**config.mk**
```make
export PLATFORM = sky130hd
export DESIGN_NAME = time_display_scan
export DESIGN_NICKNAME = d
export VERILOG_FILES = /design/src/rtl/time_display_scan.sv
export SDC_FILE = /design/constraint.sdc
export NUM_CORES = 1
export LEC_CHECK = 0
export ABC_AREA = 1
export BUFFER_PORTS_ARGS = -buffer_cell sky130_fd_sc_hd__buf_2
export CORE_MARGIN = 2
export CORE_UTILIZATION = 50
export DETAILED_ROUTE_END_ITERATION = 6
export PLACE_DENSITY = 0.81
export SLEW_MARGIN = 10
export SYNTH_ARGS = -nofsm -noshare
export SYNTH_HDL_FRONTEND = slang
export SYNTH_SLANG_ARGS = --single-unit
export TNS_END_PERCENT = 50
```
**constraint.sdc**
```tcl
create_clock -name timer -period 2.3 [get_ports timer]
set_input_delay 0.115 -clock timer [delete_from_list [all_inputs] [get_ports timer]]
set_output_delay 0.115 -clock timer [all_outputs]
set_load 0.005 [all_outputs]
```
**src/rtl/time_display_scan.sv**
```systemverilog
// time_display_scan: multiplexed 4-digit mm:ss seven-segment driver.
// Inputs are sampled once per frame; the whole display can be flashed.
module time_display_scan #(
   parameter int unsigned REFRESH_DIV = 100000,
   parameter int unsigned BLINK_DIV   = 50000000
) (
   input  logic       timer,
   input  logic       reset,
   input  logic [5:0] minutes,
   input  logic [5:0] seconds,
   input  logic       blink_en,
   output logic [3:0] an,
   output logic [6:0] seg,
   output logic       dp
);

   localparam int RW = $clog2(REFRESH_DIV);
   localparam int BW = $clog2(BLINK_DIV);
   localparam logic [RW-1:0] REF_LAST = RW'(REFRESH_DIV - 1);
   localparam logic [BW-1:0] BLK_LAST = BW'(BLINK_DIV - 1);

   function automatic logic [3:0] tens_of(input logic [5:0] v);
      logic [3:0] t;
      t = 4'd0;
      if (v >= 6'd60)      t = 4'd6;
      else if (v >= 6'd50) t = 4'd5;
      else if (v >= 6'd40) t = 4'd4;
      else if (v >= 6'd30) t = 4'd3;
      else if (v >= 6'd20) t = 4'd2;
      else if (v >= 6'd10) t = 4'd1;
      return t;
   endfunction

   function automatic logic [3:0] ones_of(
      input logic [5:0] v,
      input logic [3:0] t
   );
      return 4'(v - ({2'b00, t} * 6'd10));
   endfunction

   // Patterns are {g,f,e,d,c,b,a}, active low.
   function automatic logic [6:0] seg7(input logic [3:0] d);
      logic [6:0] s;
      case (d)
         4'd0:    s = 7'b1000000;
         4'd1:    s = 7'b1111001;
         4'd2:    s = 7'b0100100;
         4'd3:    s = 7'b0110000;
         4'd4:    s = 7'b0011001;
         4'd5:    s = 7'b0010010;
         4'd6:    s = 7'b0000010;
         4'd7:    s = 7'b1111000;
         4'd8:    s = 7'b0000000;
         4'd9:    s = 7'b0010000;
         default: s = 7'b1111111;
      endcase
      return s;
   endfunction

   logic [RW-1:0] refresh_cnt_q, refresh_cnt_d;
   logic [1:0]    idx_q, idx_d;
   logic [5:0]    min_snap_q, min_snap_d;
   logic [5:0]    sec_snap_q, sec_snap_d;
   logic [BW-1:0] blink_cnt_q, blink_cnt_d;
   logic          blink_phase_q, blink_phase_d;
   logic [3:0]    an_q, an_d;
   logic [6:0]    seg_q, seg_d;
   logic          dp_q, dp_d;

   logic          digit_tick;
   logic          blank;
   logic [3:0]    min_tens, sec_tens;
   logic [3:0]    digit;

   assign min_tens = tens_of(min_snap_q);
   assign sec_tens = tens_of(sec_snap_q);

   always_comb begin
      digit_tick    = (refresh_cnt_q == REF_LAST);
      refresh_cnt_d = digit_tick ? '0 : refresh_cnt_q + RW'(1);
      idx_d         = digit_tick ? idx_q + 2'd1 : idx_q;
      min_snap_d    = min_snap_q;
      sec_snap_d    = sec_snap_q;
      // Snapshot on the last tick of a frame so a frame never mixes values.
      if (digit_tick && (idx_q == 2'd3)) begin
         min_snap_d = minutes;
         sec_snap_d = seconds;
      end
   end

   always_comb begin
      blink_cnt_d   = '0;
      blink_phase_d = 1'b0;
      if (blink_en) begin
         if (blink_cnt_q == BLK_LAST) begin
            blink_cnt_d   = '0;
            blink_phase_d = ~blink_phase_q;
         end else begin
            blink_cnt_d   = blink_cnt_q + BW'(1);
            blink_phase_d = blink_phase_q;
         end
      end
   end

   always_comb begin
      digit = 4'd0;
      unique case (idx_q)
         2'd0: digit = ones_of(sec_snap_q, sec_tens);
         2'd1: digit = sec_tens;
         2'd2: digit = ones_of(min_snap_q, min_tens);
         2'd3: digit = min_tens;
      endcase
      blank = blink_en & blink_phase_q;
      an_d  = blank ? 4'b1111 : ~(4'b0001 << idx_q);
      seg_d = seg7(digit);
      dp_d  = blank | (idx_q != 2'd2);
   end

   always_ff @(posedge timer) begin
      if (reset) begin
         refresh_cnt_q <= '0;
         idx_q         <= 2'd0;
         min_snap_q    <= 6'd0;
         sec_snap_q    <= 6'd0;
         blink_cnt_q   <= '0;
         blink_phase_q <= 1'b0;
         an_q          <= 4'b1111;
         seg_q         <= 7'b1111111;
         dp_q          <= 1'b1;
      end else begin
         refresh_cnt_q <= refresh_cnt_d;
         idx_q         <= idx_d;
         min_snap_q    <= min_snap_d;
         sec_snap_q    <= sec_snap_d;
         blink_cnt_q   <= blink_cnt_d;
         blink_phase_q <= blink_phase_d;
         an_q          <= an_d;
         seg_q         <= seg_d;
         dp_q          <= dp_d;
      end
   end

   assign an  = an_q;
   assign seg = seg_q;
   assign dp  = dp_q;

endmodule

```
Word level (Yosys, flattened, before mapping). Memory sizes are Yosys's and may differ from the RTL's. A register that Yosys moved wholly into a read port is not among the register bits. Cells that the tools add are included. W data, S select, Z words.

Flip-flop bits (word level): 63. Bits in read-only memories: 112. Bits of input ports: 15. Output and inout bits: 12. Memories kept: 1.

Add/subtract/negate cells: 5. $mul: 2. Magnitude comparators: 12. Equal/unequal tests: 6. Shift operators: 1. Muxes and demuxes: 13. Bitwise operators: 5. Reduce and logical (&&, ||, !) cells: 6.

Memories: (no name shown) (words 16, width 7, rd ports 1, clocked after Yosys merged registers in 1, write ports 0, line 44) `case (d)`.

Operators with widths (number): $ge A6 B6 Y1 const B (6); $add A26 B1 Y26 const B (1); $eq A26 B26 Y1 const B (1); $ge A6 B5 Y1 const B (4); $mux W3 (6); $add A17 B1 Y17 const B (1); $eq A17 B17 Y1 const B (1); $pmux W4 S4 (1); $ge A6 B4 Y1 const B (2); $mux W2 (4); $sub A4 B4 Y4 (2); $mul A3 B3 Y3 const B (2); $reduce_or A2 Y1 (3); $eq A2 B2 Y1 const B (2); $not A4 Y4 (1); $shl A1 B2 Y4 const A (1); $reduce_or A3 Y1 (1); $add A2 B1 Y2 const B (1); $eq A2 B1 Y1 const B (1); $logic_not A2 Y1 (1); $mux W1 (2); $ne A2 B2 Y1 const B (1); $not A1 Y1 (2); $and A1 B1 Y1 (1); other kinds (2) (2).

Longest topological paths before layout. Gate-level depths: netlist of the first run.

Depth in word-level cells: 10. Gate-level depth with buffers: 21. Gate-level depth less buffers: 20.

Least setup slack after synthesis of the first run. No wires, ideal clock.

Kind: register to register. From: register min_snap_q[5]. To: register seg_q[0], in the netlist seg[0]. Arrival: 2.388 ns. Data required time: 2.178 ns. Path slack: -0.210 ns. Cell stages (with the launch flop): 20. Path buffers: 1. Period minus slack after synthesis: 2.510 ns. Cells stage by stage: dfxtp_1 buf_6 clkinv_2 nand3_1 nand2_1 nand2_1 nand2_1 nand3_1 inv_1 ha_1 fa_1 nor2_1 a31oi_1 nand3_1 nand2_1 inv_1 a21oi_1 nor2_1 nor2_2 nand2_1.

Cells in the longest elaborated chain, start to end: 10. Elaborated cells between the ends (all ways): 15.

Ends and longest elaborated chain: start, declared (line 62) `logic [5:0] min_snap_q, min_snap_d;`; start signal, assigned (line 133) `min_snap_q <= min_snap_d;`; $ge A6 B4 Y1 (line 30) `else if (v >= 6'd10) t = 4'd1;`; $mux W1 (line 30); $mux W2 (line 29) `else if (v >= 6'd20) t = 4'd2;`; $mux W2 (line 28) `else if (v >= 6'd30) t = 4'd3;`; $mux W3 (line 27) `else if (v >= 6'd40) t = 4'd4;`; $mux W3 (line 26) `else if (v >= 6'd50) t = 4'd5;`; $mux W3 * (line 25) `if (v >= 6'd60) t = 4'd6;`; $mul A3 B3 Y3 (line 38) `return 4'(v - ({2'b00, t} * 6'd10));`; $sub A4 B4 Y4 (line 38); $pmux W4 S4 * (line 107) `unique case (idx_q)`; end, declared (line 67) `logic [6:0] seg_q, seg_d;`.

Mark *: on every way between the ends. The rest lies on a longest branch, timed or not. A chain may end at the register's enable or synchronous reset.

Worst setup path in the final report of the first run.
From: register min_snap_q[3]. To: register seg_q[6], in the netlist seg[6].

Cells in the longest elaborated chain, start to end: 10. Elaborated cells between the ends (all ways): 15.

Ends and longest elaborated chain (line): $ge A6 B4 Y1 (30); $mux W1 (30); $mux W2 (29); $mux W2 (28); $mux W3 (27); $mux W3 (26); $mux W3 (25); $mul A3 B3 Y3 (38); $sub A4 B4 Y4 (38); $pmux W4 S4 * (107).

Marks and branches as above.

==> impl_results.md, run 1 <==
- Status: finished with violations
- Violated checks: setup timing
- Drt via density: 5.08
- Least-Margin Pin Slew: 0.469 ns
- Per-cell routed wire length: 11.6 um
- Sw Pwr: 0.000527 W
- WL final: 8.02 mm
- Flops & latches, synth: 70
- Mapped Area: 3620 sq um
- Combinational share of power: 2.5%
- Starting Density: 50.7%
- Worst setup path endpoint: seg[6]
- WP data arrival: 2.88 ns
- Total negative slack: -1.89 ns
- Pwr/cell area: 560 nW/um^2
- Int Pwr: 0.00201 W
- Unrepaired setup endpoints after global routing: yes
- Antenna-violating nets left: 0
- Ant. Diodes: 0
- Register area share after synthesis: 38.7%
- Clock transition at path regs: 0.07 ns
- Dpl hpwl: 5.59 mm
- Crit-path slowest cell: dfxtp_4
- Port Buffers: 26
- Total Power Consumption: 0.00253 W
- Final RePlAce weighted congestion: 0.901
- P_leak: 1.92 nW
- Io pins: 27
- Maxcap violations: 0
- Worst-case clock buffer depth: 2
- Final period util: 112%
- Vias in the first global route: 3266
- Pin count of the biggest net entering global routing: 24
- Setup crit start: min_snap_q[3]
- Relative slew slack: 68.8%
- R2R Path Start: min_snap_q[3]
- Switching portion of total power: 20.8%
- Post-synthesis async set-or-reset flop share: 0%
- Antenna violations before repair: 0
- Final setup violation count: 7
- Most frequent cell on the critical path: buf_4
- H-tree levels: 3
- Core Util, Final: 63.4%
- Final Worst Setup Slack: -0.282 ns
- YS warnings: 0
- Max FO, Critical Path: 5
- Clk_lat worst skew: 0.35 ns
- Layout cells sized above 1: 22.7%
- TritonCTS clock tree: done
- Sequential share of power: 48.4%
- Chip height: 89.1 um
- Nets@finish: 614
- # clock sinks: 70
- Rows: 31
- HP Class: primary input to flop
- CTS Root Cell: clkbuf_8
- Critical R2R Capture: seg[6]
- Fmax: 387 MHz
- R2r worst-path depth: 22
- Global route overflow: 0
- Core area: 7140 sq um
- Post-synth EDFFs: 0
- Most common cell after layout, fill and taps aside: nand2_1
- Vias: 3497
- Final hold slack: 0.0237 ns
- Endpoint class of the critical path: flop
- Slowest stage delay, CP: 0.38 ns
- Period minus WS final: 2.58 ns
- Critical path, cell by cell: inv_4 -> nand3_2 -> nand2_1 -> nand2_1 -> nand2_2 -> nand3_2 -> buf_6 -> buf_4 -> buf_4 -> buf_4 -> buf_4 -> buf_4 -> buf_4 -> buf_4 -> nand2_2 -> nand2_2 -> nand2_2 -> nand2_2 -> buf_4 -> nor2_2 -> o21ai_0 -> nand2_1
- GRT Util Overall: 21.2%
- Hold-fix buffers, CTS: 0
- Syn avg cell area: 7.10 sq um
- Residual DRC: 0
- Total CTS buffers: 9
- First-pass GRT wire length: 13.3 mm
- Leading cell types in the layout, fill and taps excluded: 98 x nand2_1, 66 x inv_1, 66 x dfxtp_1
- Die area: 7940 sq um
- Initial drt markers: 161
- Area Growth Syn to Fin: 24.9%
- R2r setup slk: -0.28 ns
- Mapped Nets: 539
- Chip width: 89.1 um
- Setup Skew: 0.0106 ns
- Clock power frac: 49.1%
- Final count of hold timing violations: 0
- Mapped Cells: 510
- Worst IR Drop VDD: 313 uV
- Synth Flop Type: dfxtp_1
- Slew Limit Fails: 0
- WP data required: 2.60 ns
- Netlist cell types: 37
- Placed cell area: 4070 sq um
- Post-route cell area: 4520 sq um
- Initial DRT Pass Iterations: 6
- Crit Path Category: flop to flop
- Crit path launch type: flop
-- state kept, by name (all words and copies together) (netlist names) --
signal,count
an,4
blink_cnt_q,26
blink_phase_q,1
dp,1
idx_q,2
min_snap_q,6
refresh_cnt_q,17
sec_snap_q,6
seg,7
-- power groups by stage --
stage / clock network, W / logic (W) / registers (W)
after floorplan: 0 / 0.0000329 / 0.00126
after global placement: 0 / 0.0000610 / 0.00126
after detailed placement: 0 / 0.0000641 / 0.00126
after CTS: 0.00126 / 0.0000644 / 0.00123
after global routing: 0.00130 / 0.0000731 / 0.00123
final: 0.00124 / 0.0000639 / 0.00123
-- critical path: cells and delay by family (launching register included) --
family | cells | cell delay (ns)
AOI/OAI and AO/OA | 1 | 0.10
DFF | 1 | 0.38
buffers and inverters | 10 | 1.19
and+or+nand+nor | 11 | 0.85
-- metal layers --
layer,global-route usage [%],part of all wire [%],vias to the layer above,wire length [um]
met2,36.4,50,70,4030
met3,4.06,4.4,13,353
met4,11.0,2.0,0,164
met5,0,0,-,0
li1,-,-,1808,-
met1,25.0,43,1606,3480
-- Yosys cell counts, drive strengths merged (2+ instances only) --
cell type	n	area share, %
and3	2	0.38
ha	12	4.1
nor3b	13	3.0
nor3	22	3.0
nand4	17	2.9
nand2	109	11
dfxtp	70	39
nor2	68	7.7
xor2	11	2.7
nand3	32	4.7
nand3b	2	0.41
nor4	9	2.0
o21ai	22	3.0
clkbuf	3	0.31
o21a	2	0.41
inv	73	7.6
a31oi	3	0.52
fa	2	1.1
buf	5	1.0
a21oi	27	3.7
-- metrics by stage --
stage | setup WS (ns) | cells
finish | -0.282 | 689
global route | -0.440 | 689
CTS | -0.161 | 686
detailed placement | -0.205 | 657
global placement | -0.0954 | 657
floorplan | -0.119 | 510
-- cells by family (layout without fill, tap and decap cells) --
family / after synthesis / in the layout / synth area share (%)
flops: 70 / 70 / 38.7
simple gates: 275 / 275 / 35.8
compound gates: 57 / 57 / 8.33
buf+inv: 82 / 162 / 9.02
xor+xnor: 12 / 12 / 2.90
fa+ha+maj: 14 / 14 / 5.25
-- what timing repair did --
action,4_1_cts,5_1_grt
endpoints found under the setup margin,7,7
buffers inserted,13,3
pin swaps,11,12
resized for setup,12,17
-- worst min-delay path by stage --
stage / from / endpoint / depth (start not counted)
3_5_place_dp: minutes[0] / min_snap_q[0] / 3
2_1_floorplan: reset / seg[1] / 2
3_3_place_gp: minutes[0] / min_snap_q[0] / 3
4_1_cts: minutes[0] / min_snap_q[0] / 3
6_report: minutes[0] / min_snap_q[0] / 3
5_1_grt: reset / seg[1] / 3
-- cell type report --
class | count | area (sq um)
Fill cell | 615 | 2620
Multi-Input combinational cell | 358 | 1960
Sequential cell | 70 | 1410
Timing Repair Buffer | 72 | 483
Inverter | 74 | 285
Clock buffer | 10 | 138
Tap cell | 99 | 124
Clock inverter | 6 | 116
No activity file was read; power rests on OpenSTA's default activity.
==> run 2, diff against run 1 <==
--- a/config.mk
+++ b/config.mk
@@ -8,9 +8,10 @@
 export ABC_AREA = 1
 export BUFFER_PORTS_ARGS = -buffer_cell sky130_fd_sc_hd__buf_2
 export CORE_MARGIN = 2
-export CORE_UTILIZATION = 50
+export CORE_UTILIZATION = 54
 export DETAILED_ROUTE_END_ITERATION = 6
-export PLACE_DENSITY = 0.81
+export GPL_ROUTABILITY_DRIVEN = 0
+export PLACE_DENSITY = 0.86
 export SLEW_MARGIN = 10
 export SYNTH_ARGS = -nofsm -noshare
 export SYNTH_HDL_FRONTEND = slang
==> constraint.sdc (replaced) <==
create_clock -name timer -period 2.3 [get_ports timer]
set_input_delay 0.23 -clock timer [delete_from_list [all_inputs] [get_ports timer]]
set_output_delay 0.23 -clock timer [all_outputs]
set_load 0.005 [all_outputs]
==> run 2 against run 1 <==
The run ends with DRC, setup timing left. Maximum frequency rose by 4.4%. Global-route usage grew 1.7 points. Worst hold slack gained 0.11 ns. Cell area fell by 3.4%. Clock-buffer cell count increased by 2. Die area fell by 7.1%. Sequential share of layout area increased by 1.2 points. Clock skew shrank 0.0020 ns. Non-clock buffer count is 13 lower. Critical path type unchanged. Largest power group is now registers.
==> impl_results.md, run 2 (synthesis results as in run 1) <==
- Status: finished with violations
- Violated checks: DRC, setup timing
- H-tree levels: 3 (unchanged)
- Pwr/cell area: 561 nW/um^2 (+0.22%)
- Antenna violations before repair: 0 (unchanged)
- Area Growth Syn to Fin: 20.7%
- Multi-input gate area: 1950 sq um (-0.57%)
- Chip height: 85.9 um (-3.6%)
- WL final: 7.87 mm (-1.9%)
- Chip width: 85.9 um (-3.6%)
- Place WS: -0.249 ns (-0.0437 ns)
- Total CTS buffers: 9 (unchanged)
- Worst-case clock buffer depth: 2 (unchanged)
- P_leak: 1.86 nW (-3.4%)
- Initial DRT Pass Iterations: 7 (+1)
- Core Util, Final: 68.0% (+4.7 points)
- Maxcap violations: 0 (unchanged)
- Ant. Diodes: 0 (unchanged)
- CTS Root Cell: clkbuf_8
- Largest register FFs: 26 (unchanged)
- GRT Util Overall: 22.8% (+1.7 points)
- Layout cells sized above 1: 20.5% (-2.3 points)
- Dpl hpwl: 5.84 mm (+4.3%)
- Relative slew slack: 63.0% (-5.8 points)
- Most common cell after layout, fill and taps aside: nand2_1
- # clock sinks: 70 (unchanged)
- Antenna-violating nets left: 0 (unchanged)
- Final Worst Setup Slack: -0.172 ns (+0.110 ns)
- Vias: 3429 (-1.9%)
- Largest register by flop count: blink_cnt_q
- Total area of sequential cells: 1420 sq um (+0.35%)
- Residual DRC: 3 (+3)
- Port Buffers: 26 (unchanged)
- HP Class: primary input to flop
- Worst IR Drop VDD: 461 uV (+47%)
- Leading cell types in the layout, fill and taps excluded: 102 x nand2_1, 67 x inv_1, 62 x dfxtp_1
- Core area: 6420 sq um (-10%)
- WP data arrival: 2.71 ns (-0.17 ns)
- Fmax: 404 MHz (+4.4%)
- Vias in the first global route: 3162 (-3.2%)
- Initial drt markers: 222 (+38%)
- Slew Limit Fails: 0 (unchanged)
- Per-cell routed wire length: 12.0 um (+3.4%)
- Starting Density: 56.4% (+5.6 points)
- Final period util: 107% (-4.8 points)
- Total Power Consumption: 0.00245 W (-3.2%)
- Io pins: 27 (unchanged)
- Setup Skew: 0.00857 ns (-0.00199 ns)
- R2r setup slk: -0.17 ns (+0.11 ns)
- Unrepaired setup endpoints after global routing: yes
- Nets@finish: 601 (-2.1%)
- Final setup violation count: 7 (unchanged)
- Rows: 29 (-6.5%)
- TritonCTS clock tree: done
- Drt via density: 5.24 (+3.3%)
- Crit path launch type: flop
- Clock transition at path regs: 0.07 ns (about the same)
- Period minus WS final: 2.47 ns (-0.110 ns)
- Die area: 7370 sq um (-7.1%)
- Pin count of the biggest net entering global routing: 24 (unchanged)
- WP data required: 2.54 ns (-0.06 ns)
- Max FO, Critical Path: 6 (+1)
- Global route overflow: 0 (unchanged)
- Crit Path Category: flop to flop
- Clk_lat worst skew: 0.36 ns (about the same)
- Final count of hold timing violations: 0 (unchanged)
- Hold-fix buffers, CTS: 0 (unchanged)
- Least-Margin Pin Slew: 0.556 ns (+0.0868 ns)
- Fillcell total: 519 (-16%)
- Endpoint class of the critical path: flop
- First-pass GRT wire length: 13.4 mm (+0.41%)
## run 2: changes by cell type in the layout (fill, tap and decap cells not counted), moves of 2 or more
cell	previous run	this run
dfxtp_2	1	5
nor2_2	7	5
buf_6	2	0
buf_4	44	33
nor2_1	58	60
clkbuf_8	10	12
nand2_1	98	102
dfxtp_1	66	62
nand2_2	11	7
## run 2: what timing repair did
action / 4_1_cts / 5_1_grt
setup buffers: 3 / 0
setup endpoints to repair: 7 / 7
pin swaps: 8 / 4
gates resized for setup: 15 / 8
## run 2: path summary, 6_finish.rpt
path	to	start	depth (start not counted)
setup reg to reg	seg[1]	min_snap_q[2]	18
hold reg to reg	blink_cnt_q[0]	blink_cnt_q[0]	1
setup / recovery	seg[1]	min_snap_q[2]	18
hold / removal	min_snap_q[0]	minutes[0]	3
## run 2: per-layer routing
| layer | routed length [um] | track usage (%) | share of wire [%] |
|---|---|---|---|
| met1 | 3470 | 26.2 | 44 |
| met2 | 3930 | 40.1 | 50 |
| met3 | 358 | 6.83 | 4.5 |
| met4 | 114 | 8.08 | 1.4 |
| met5 | 0 | 0 | 0 |
## run 2: report_power, final
group	switching, W	internal (W)
Sequential	0.00000494	0.00122
Clock	0.000459	0.000703
Combinational	0.0000378	0.0000261
Total	0.000502	0.00195
## run 2: per-stage QoR
stage               instance area [sq um]  std cells  hold slack, ns  TNS [ns]
CTS                                  4350        654           0.128    -0.836
finish                               4370        654           0.130     -1.04
global placement                     4050        635           0.428    -0.490
detailed placement                   4050        635           0.436     -1.49
global route                         4370        654           0.125     -2.23
floorplan                            3640        510           0.339    -0.702
## run 2: area by class of cell
class	count	share of cell area (%)
Multi-Input combinational cell	358	44.7
Sequential cell	70	32.5
Timing Repair Buffer	59	8.65
Inverter	74	6.47
Clock buffer	12	3.78
Tap cell	77	2.21
Clock inverter	4	1.75
## run 2: worst max-delay path: stages, from the launching register on
cell and delay, ns:
dfxtp_2 0.36, inv_1 0.08, nand3_2 0.07, nand2_1 0.05
nand2_1 0.07, nand2_2 0.07, nand3_2 0.09, inv_2 0.05
ha_4 0.15, fa_1 0.48, nor2_1 0.05, a31oi_1 0.14
nand3_1 0.10, nand2_2 0.08, inv_2 0.05, a21oi_2 0.12
nor2_1 0.06, nor2_2 0.19, nand2_1 0.09
